### config.mk
export PLATFORM = sky130hd
export DESIGN_NAME = oled_spi_tx
export DESIGN_NICKNAME = d
export VERILOG_FILES = /design/src/rtl/oled_spi_tx.sv
export SDC_FILE = /design/constraint.sdc
export NUM_CORES = 1
export LEC_CHECK = 0
export CORE_ASPECT_RATIO = 1.25
export CORE_MARGIN = 2
export CORE_UTILIZATION = 45
export CTS_CLUSTER_SIZE = 28
export DETAILED_ROUTE_END_ITERATION = 10
export GPL_TIMING_DRIVEN = 0
export PLACE_DENSITY_LB_ADDON = 0.05
export SETUP_SLACK_MARGIN = 0.3
export SLEW_MARGIN = 25
export SYNTH_ARGS = -nofsm -noshare
export SYNTH_HDL_FRONTEND = slang
export SYNTH_SLANG_ARGS = --single-unit
### constraint.sdc
create_clock -name clk -period 5 [get_ports clk]
set_clock_uncertainty 0.05 [all_clocks]
set_input_delay 1.25 -clock clk [delete_from_list [all_inputs] [get_ports clk]]
set_output_delay 1.25 -clock clk [all_outputs]
set_load 0.01 [all_outputs]
### src/rtl/oled_spi_tx.sv
// Byte-level 4-wire SPI transmitter (mode 0, MSB first) for the SSD1309 path.
// Buffers {dc, byte} words in a small FIFO and streams queued bytes under one cs-low window.
module oled_spi_tx #(
    parameter int unsigned CLK_DIV    = 4,
    parameter int unsigned FIFO_DEPTH = 4,
    parameter int unsigned CS_HOLD    = 2
) (
    input  logic       clk,
    input  logic       reset,
    input  logic       in_valid,
    output logic       in_ready,
    input  logic [7:0] in_data,
    input  logic       in_dc,
    output logic       sclk,
    output logic       sdin,
    output logic       cmd,
    output logic       cs,
    output logic       busy
);

    localparam int unsigned AW = $clog2(FIFO_DEPTH);
    localparam int unsigned DW = $clog2(CLK_DIV) + 1;
    localparam int unsigned HW = $clog2(CS_HOLD) + 1;

    localparam logic [1:0] IDLE  = 2'd0;
    localparam logic [1:0] SHIFT = 2'd1;
    localparam logic [1:0] HOLD  = 2'd2;

    logic [8:0]    mem [FIFO_DEPTH];
    logic [AW:0]   wr_ptr;
    logic [AW:0]   rd_ptr;
    logic          fifo_full;
    logic          fifo_empty;
    logic          ready_en;
    logic          push;
    logic          pop;
    logic [8:0]    head;

    logic [1:0]    state;
    logic [DW-1:0] div_cnt;
    logic [HW-1:0] hold_cnt;
    logic [2:0]    bit_idx;
    logic [7:0]    shreg;
    logic          phase_end;

    assign fifo_empty = (wr_ptr == rd_ptr);
    assign fifo_full  = (wr_ptr[AW] != rd_ptr[AW]) && (wr_ptr[AW-1:0] == rd_ptr[AW-1:0]);
    // ready_en keeps in_ready low through reset and up to the first edge after release
    assign in_ready   = ready_en & ~fifo_full;
    assign push       = in_valid & in_ready;
    assign head       = mem[rd_ptr[AW-1:0]];
    assign busy       = (state != IDLE) | ~fifo_empty;
    assign phase_end  = (div_cnt == DW'(CLK_DIV - 1));

    always_comb begin
        pop = 1'b0;
        case (state)
            IDLE, HOLD: pop = ~fifo_empty;
            SHIFT:      pop = sclk & phase_end & (bit_idx == 3'd0) & ~fifo_empty;
            default:    pop = 1'b0;
        endcase
    end

    always_ff @(posedge clk or negedge reset) begin
        if (!reset) begin
            wr_ptr   <= '0;
            rd_ptr   <= '0;
            ready_en <= 1'b0;
        end else begin
            ready_en <= 1'b1;
            if (push) wr_ptr <= wr_ptr + 1'b1;
            if (pop)  rd_ptr <= rd_ptr + 1'b1;
        end
    end

    always_ff @(posedge clk) begin
        if (push) mem[wr_ptr[AW-1:0]] <= {in_dc, in_data};
    end

    always_ff @(posedge clk or negedge reset) begin
        if (!reset) begin
            state    <= IDLE;
            sclk     <= 1'b0;
            sdin     <= 1'b0;
            cmd      <= 1'b0;
            cs       <= 1'b1;
            bit_idx  <= '0;
            div_cnt  <= '0;
            hold_cnt <= '0;
            shreg    <= '0;
        end else if (pop) begin
            // Byte start from IDLE, HOLD or the end of the previous byte; cs stays low.
            state   <= SHIFT;
            cs      <= 1'b0;
            cmd     <= head[8];
            sdin    <= head[7];
            shreg   <= head[7:0];
            bit_idx <= 3'd7;
            div_cnt <= '0;
            sclk    <= 1'b0;
        end else begin
            case (state)
                SHIFT: begin
                    if (phase_end) begin
                        div_cnt <= '0;
                        if (!sclk) begin
                            sclk <= 1'b1;
                        end else begin
                            sclk <= 1'b0;
                            if (bit_idx != 3'd0) begin
                                bit_idx <= bit_idx - 3'd1;
                                sdin    <= shreg[bit_idx - 3'd1];
                            end else begin
                                state    <= HOLD;
                                hold_cnt <= '0;
                            end
                        end
                    end else begin
                        div_cnt <= div_cnt + 1'b1;
                    end
                end
                HOLD: begin
                    if (hold_cnt == HW'(CS_HOLD - 1)) begin
                        cs    <= 1'b1;
                        state <= IDLE;
                    end else begin
                        hold_cnt <= hold_cnt + 1'b1;
                    end
                end
                default: ;
            endcase
        end
    end

endmodule

==> impl_results.md, run 1 <==
* Status: finished clean
* Number of warnings reported in the yosys synthesis log at 0
* Row cnt at 32
* Final period demand of the worst path at 3.39 ns
* Die area at 0.00709 sq mm
* Sum of routed wire length over all layers at 4660 um
* Post-DR wirelength/cell at 15.7 um
* Violation count after the first detailed-route iteration at 70
* Critical Path RT at 3.70 ns
* Headroom to the max-slew limit at 56.2%
* Number of pins exceeding their max-slew limit in the final report at 0
* Synthesized Nets at 203
* IO buf count at 17
* Crit path capture type: output port
* Tcrit/Tclk final at 67.8%
* Top cells by area, synth: edfxtp_1, dfrtp_1, mux4_2
* Clock edge transition at the registers on the reported setup and hold paths at 0.07 ns
* Maximum vdd ir drop at 0.253 mV
* Longest Clk Path Bufs at 2
* Main flop type after synthesis: edfxtp_1
* Pwr dens at 624 mW/mm^2
* Transition at the pin with the smallest max-transition slack at 0.658 ns
* Congestion Overflow GR at 0
* Leakage at 1.36 nW
* Hold WC Path Type: flip-flop to flip-flop
* Initial antenna violation count at 0
* Number of inserted diodes at 0
* Instance count along the most critical hold path at 1
* Worst R2R End: hold_cnt[0]$_DFFE_PN0P_
* Clock sink total at 65
* CTS tree: built
* Core footprint at 0.00621 sq mm
* Worst reg2reg path depth at 6
* Number of violations of the max-capacitance limit at 0
* Ys async rst share at 44.6%
* Worst hold start: shreg[3]$_DFFE_PN0P_
* Floorplan die height at 93.7 um
* Pin count of the biggest net entering global routing at 30
* Post-DP HPWL at 3190 um
* Share of cells above drive strength 1 at 22.7%
* Number of cells produced by synthesis at 178
* Vias in the first global route at 1,607
* Kind of critical path: flip-flop to output port
* Width of the chip at 75.7 um
* RSZ-0062 raised after global routing: false
* Final cell utilization of the core at 54.9%
* Arr. time, crit path at 2.09 ns
* Post-CTS setup repair buffer count at 0
* Routability congestion estimate at 0.806
* Number of buffers created by CTS at 9
* Reg-to-reg slack, setup at 2.72 ns
* Number of vias after detailed routing at 1,503
* Sequential area share after synthesis at 62.5%
* Hold_buf cts at 0
* Number of iterations in the first detailed-routing pass at 4
* Post-route setup TNS at 0 ns
* Fin cells at 296
* Startpoint of the lowest-slack register-to-register path: state[1]$_DFFE_PN0P_
* Starting density of the core at 46.6%
* Synthesized area divided by synthesized cell count at 16.3 sq um
* Netlist area before placement at 0.00289 sq mm
* Clock latency on the worst-skew pair at 0.34 ns
* Capture endpoint of the worst hold path: shreg[3]$_DFFE_PN0P_
* Hold violation total from the final report at 0
* Number of design rule violations left after detail routing at 0
* Startpoint type of the worst setup path: flip-flop
* Number of enable flip-flop cells after synthesis at 36
* Max frequency at 0.295 GHz
* Maximum level of the CTS H-tree at 3
* Unique cell type count in the Yosys netlist at 39
* Layout overhead on the synthesized area at 17.7%
* Proportion of netlist area held by the largest area contributor at 37.4%
* Count of instances resized after the clock tree is built at 0
* Cell at the root of the clock tree: clkbuf_8
* Net count of the finished layout at 231
* Biggest fanout along the worst timing path at 6
* Post-DR vias/cell at 5.08
* Count of fill cells added during filler insertion at 533
* Number of primary I/O pins at 18
* Wire length of the first global-routing pass at 7860 um
* Post-Place Cells at 280
* Number of nets with antenna violations after detailed routing at 0
* GRT Util Overall at 15.7%
* Post-synth top area cell: edfxtp_1
* Final setup violating endpoints at 0
* Number of synthesized register bits at 65
* WHS at 0.457 ns
## per-stage QoR
stage	setup slack, ns	power [W]	instance area, sq um
floorplan	2.69	0.00141	2890
detailed placement	2.00	0.00162	3170
finish	1.61	0.00213	3410
global route	1.46	0.00227	3410
CTS	1.62	0.00216	3410
global placement	2.07	0.00159	3170
## registers in the layout (all words and copies together) (netlist names), 2 cells and up
| signal | cells |
|---|---|
| wr_ptr | 3 |
| state | 2 |
| shreg | 8 |
| bit_idx | 3 |
| rd_ptr | 3 |
| div_cnt | 3 |
| hold_cnt | 2 |
| mem | 36 |
## cell usage after synthesis, types with 3 or more instances
master and number:
edfxtp_1 36, xnor2_1 8, mux2_2 8, and3_1 5, xor2_1 3, nand2_1 10
nor2b_1 4, mux4_2 9, dfrtp_1 28, mux2_4 7, nor2_1 4, inv_1 9
ha_1 13, nand3_1 3
## routing by layer
| metal | wire length, um | share of wire [%] | track usage (%) | vias up |
|---|---|---|---|---|
| li1 | - | - | - | 716 |
| met1 | 1980 | 42 | 20.0 | 756 |
| met2 | 2420 | 52 | 24.4 | 23 |
| met3 | 165 | 3.5 | 3.65 | 8 |
| met4 | 92 | 2.0 | 8.33 | 0 |
| met5 | 0 | 0 | 0 | - |
## kinds of logic after synthesis
logic type	share of synthesized area [%]
DFF	62.5
AOI/OAI and AO/OA	3.42
other	0.130
adders and majority gates	5.62
muxes	16.3
xor gates and xnor gates	3.33
and+or+nand+nor	6.53
buffers and inverters	2.25
## cell type report
type / count / area (sq um) / share of cell area (%)
well taps: 85 / 106 / 3.12
multi-input cells: 100 / 1020 / 30.0
inverters: 9 / 33.8 / 0.992
clock inverters: 7 / 118 / 3.45
clock buffers: 9 / 124 / 3.64
repair buffers: 17 / 165 / 4.85
flip-flops and latches: 65 / 1810 / 53.1
plain buffers: 4 / 31.3 / 0.918
## power breakdown
part           switching, W  internal [W]
combinational      0.000366      0.000438
sequential        0.0000821      0.000708
clock              0.000202      0.000331
total              0.000650       0.00148
## critical path, stage by stage, from the launching register on
cell and delay (ns):
dfrtp_1 0.46, xnor2_1 0.20, a31oi_1 0.45, clkdlybuf4s50_1 0.64
## cells in the final DEF (no fill, tap or decap), types with 4 or more instances in the layout
cell	synthesis	routed
and3_1	5	5
edfxtp_1	36	36
clkdlybuf4s50_1	0	16
nand2_1	10	10
dfrtp_1	28	28
mux2_2	8	8
nor2_1	4	4
mux2_4	7	7
clkbuf_8	0	9
mux4_2	9	9
nor2b_1	4	4
inv_1	9	9
xnor2_1	8	8
ha_1	13	13
## worst max path at each step
stage	from	slack [ns]	to
floorplan	wr_ptr[0]$_DFFE_PN0P_	2.69	in_ready
global placement	wr_ptr[0]$_DFFE_PN0P_	2.07	in_ready
detailed placement	wr_ptr[0]$_DFFE_PN0P_	2.00	in_ready
CTS	wr_ptr[0]$_DFFE_PN0P_	1.62	in_ready
global route	wr_ptr[0]$_DFFE_PN0P_	1.46	in_ready
finish	wr_ptr[0]$_DFFE_PN0P_	1.61	in_ready
No activity file was read; power rests on OpenSTA's default activity.
==> run 2: changes to the inputs <==
clock period = 3.1 ns   (was 5 ns; I/O delays follow)
==> run 2 against run 1 <==
- combinational power increased by 63%
- register-to-register slack lost 1.9 ns
- sequential power up 62%
- hold slack got worse by 0.046 ns
- setup slack got worse by 1.2 ns
- design area rose by 0.40%
- non-clock buffer count is 1 higher
- via count is 0.20% higher
- critical path depth did not move
- die area is the same
- sequential cell count unchanged
- wire length shrank 0.11%
- largest cell class unchanged
==> impl_results.md, run 2 (same netlist as run 1, synthesis figures left out) <==
* Sequential Area at 0.00181 sq mm
* Fin cells at 297
* Number of inserted diodes at 0
* Status: finished clean
* Tcrit/Tclk final at 86.7%
* Layout overhead on the synthesized area at 18.2%
* Width of the chip at 75.7 um
* Post-Place Cells at 280
* Clock share of power at 24.9%
* Pin count of the biggest net entering global routing at 30
* Combinational fraction of design power at 38.1%
* Post-DP HPWL at 3190 um
* Cell at the root of the clock tree: clkbuf_8
* Share of cells above drive strength 1 at 23.6%
* Startpoint type of the worst setup path: flip-flop
* Clock sink total at 65
* Number of violations of the max-capacitance limit at 0
* Number of buffers created by CTS at 9
* Hold_buf cts at 0
* RSZ-0062 raised after global routing: false
* Net count of the finished layout at 232
* Number of nets with antenna violations after detailed routing at 0
* Sw power at 0.00106 W
* Portion of total power attributed to sequential cells at 37.0%
* Pwr dens at 1010 mW/mm^2
* Number of iterations in the first detailed-routing pass at 4
* Initial antenna violation count at 0
* Final period demand of the worst path at 2.69 ns
* Headroom to the max-slew limit at 55.9%
* Starting density of the core at 46.6%
* Biggest fanout along the worst timing path at 5
* Floorplan die height at 93.7 um
* Maximum vdd ir drop at 0.412 mV
* Number of vias after detailed routing at 1,506
* Hold WC Path Type: input pin to asynchronous set/reset pin
* GRT Util Overall at 15.7%
* Max frequency at 0.372 GHz
* Setup slack at placement at 0.572 ns
* Post-route setup TNS at 0 ns
* Sum of routed wire length over all layers at 4660 um
* Violation count after the first detailed-route iteration at 84
* Crit path capture type: output port
* Count of fill cells added during filler insertion at 532
* WHS at 0.411 ns
* Most frequent cells in the layout: edfxtp_1, dfrtp_1, clkdlybuf4s50_1
* Final setup violating endpoints at 0
* CTS tree: built
* Leakage at 1.36 nW
* Arr. time, crit path at 1.86 ns
* Post-DR wirelength/cell at 15.7 um
* Post-DR vias/cell at 5.07
* Area used by multi-input combinational logic at 0.00103 sq mm
* Number of primary I/O pins at 18
* Max reg flops at 36
* Critical Path RT at 2.27 ns
* Hold violation total from the final report at 0
* Congestion Overflow GR at 0
* IO buf count at 17
* Number of pins exceeding their max-slew limit in the final report at 0
* Wire length of the first global-routing pass at 7860 um
* Most common cell after layout, fill and taps aside: edfxtp_1
* Transition at the pin with the smallest max-transition slack at 0.661 ns
* Post-layout worst setup margin at 0.411 ns
* Routability congestion estimate at 0.806
* Vias in the first global route at 1,607
* Die area at 0.00709 sq mm
* Switching power as a share of total power at 30.6%
* Core footprint at 0.00621 sq mm
* Kind of critical path: flip-flop to output port
* Longest Clk Path Bufs at 2
* Row cnt at 32
* Clock latency on the worst-skew pair at 0.34 ns
* Maximum level of the CTS H-tree at 3
* Number of design rule violations left after detail routing at 0
* Cell-internal power at 0.00239 W
* Clock edge transition at the registers on the reported setup and hold paths at 0.07 ns
-- run 2: worst paths after layout --
check                                      start                       to  slack (ns)  depth (start not counted)
max                        wr_ptr[0]$_DFFE_PN0P_                 in_ready        0.41                          3
min in group clk            shreg[3]$_DFFE_PN0P_     shreg[3]$_DFFE_PN0P_        0.46                          1
max in group asynchronous                  reset          cmd$_DFFE_PN0P_        2.15                          1
min reg2reg                 shreg[3]$_DFFE_PN0P_     shreg[3]$_DFFE_PN0P_        0.46                          1
min                                        reset  hold_cnt[1]$_DFFE_PN0P_        0.41                          1
max reg2reg                 state[1]$_DFFE_PN0P_  hold_cnt[0]$_DFFE_PN0P_        0.83                          6
-- run 2: routing by layer --
layer	vias to the layer above	wire length (um)	track usage, %
met5	-	0	0
met3	8	138	3.65
met2	21	2420	24.4
met4	0	92	8.33
li1	718	-	-
met1	759	2000	20.0
-- run 2: critical path, stage by stage, from the launching register on --
cell and delay (ns):
dfrtp_1 0.46, xnor2_1 0.21, a31oi_2 0.27, clkdlybuf4s50_1 0.58
-- run 2: cell type report --
cell class / count / area share, %
repair buffers: 18 / 5.05
well taps: 85 / 3.11
multi-input cells: 100 / 30.0
flip-flops and latches: 65 / 52.9
clock inverters: 7 / 3.44
clock buffers: 9 / 3.62
inverters: 9 / 0.988
plain buffers: 4 / 0.914
-- run 2: what timing repair did --
item,in CTS,in global routing
pin swaps,0,1
setup buffers,0,1
resized for setup,1,0
setup endpoints to repair,1,1
-- run 2: power groups by stage --
stage               Clock [W]  Sequential, W  Combinational [W]
global placement            0        0.00128            0.00128
detailed placement          0        0.00130            0.00131
finish               0.000860        0.00128            0.00131
floorplan                   0        0.00127            0.00101
CTS                  0.000881        0.00128            0.00133
global route         0.000920        0.00130            0.00146
-- run 2: through the flow --
stage	total power [W]	instance area [sq um]	utilization [%]
after floorplan	0.00228	2890	-
after global placement	0.00256	3170	51.1
after detailed placement	0.00261	3170	51.0
after CTS	0.00349	3410	55.0
after global routing	0.00368	3420	55.1
final	0.00345	3420	55.1
==> run 3: changes to the inputs <==
TNS_END_PERCENT = 50   (was not set)
==> results of run 3 <==
No change in the layout: final DEF, timing and power equal those of run 2.
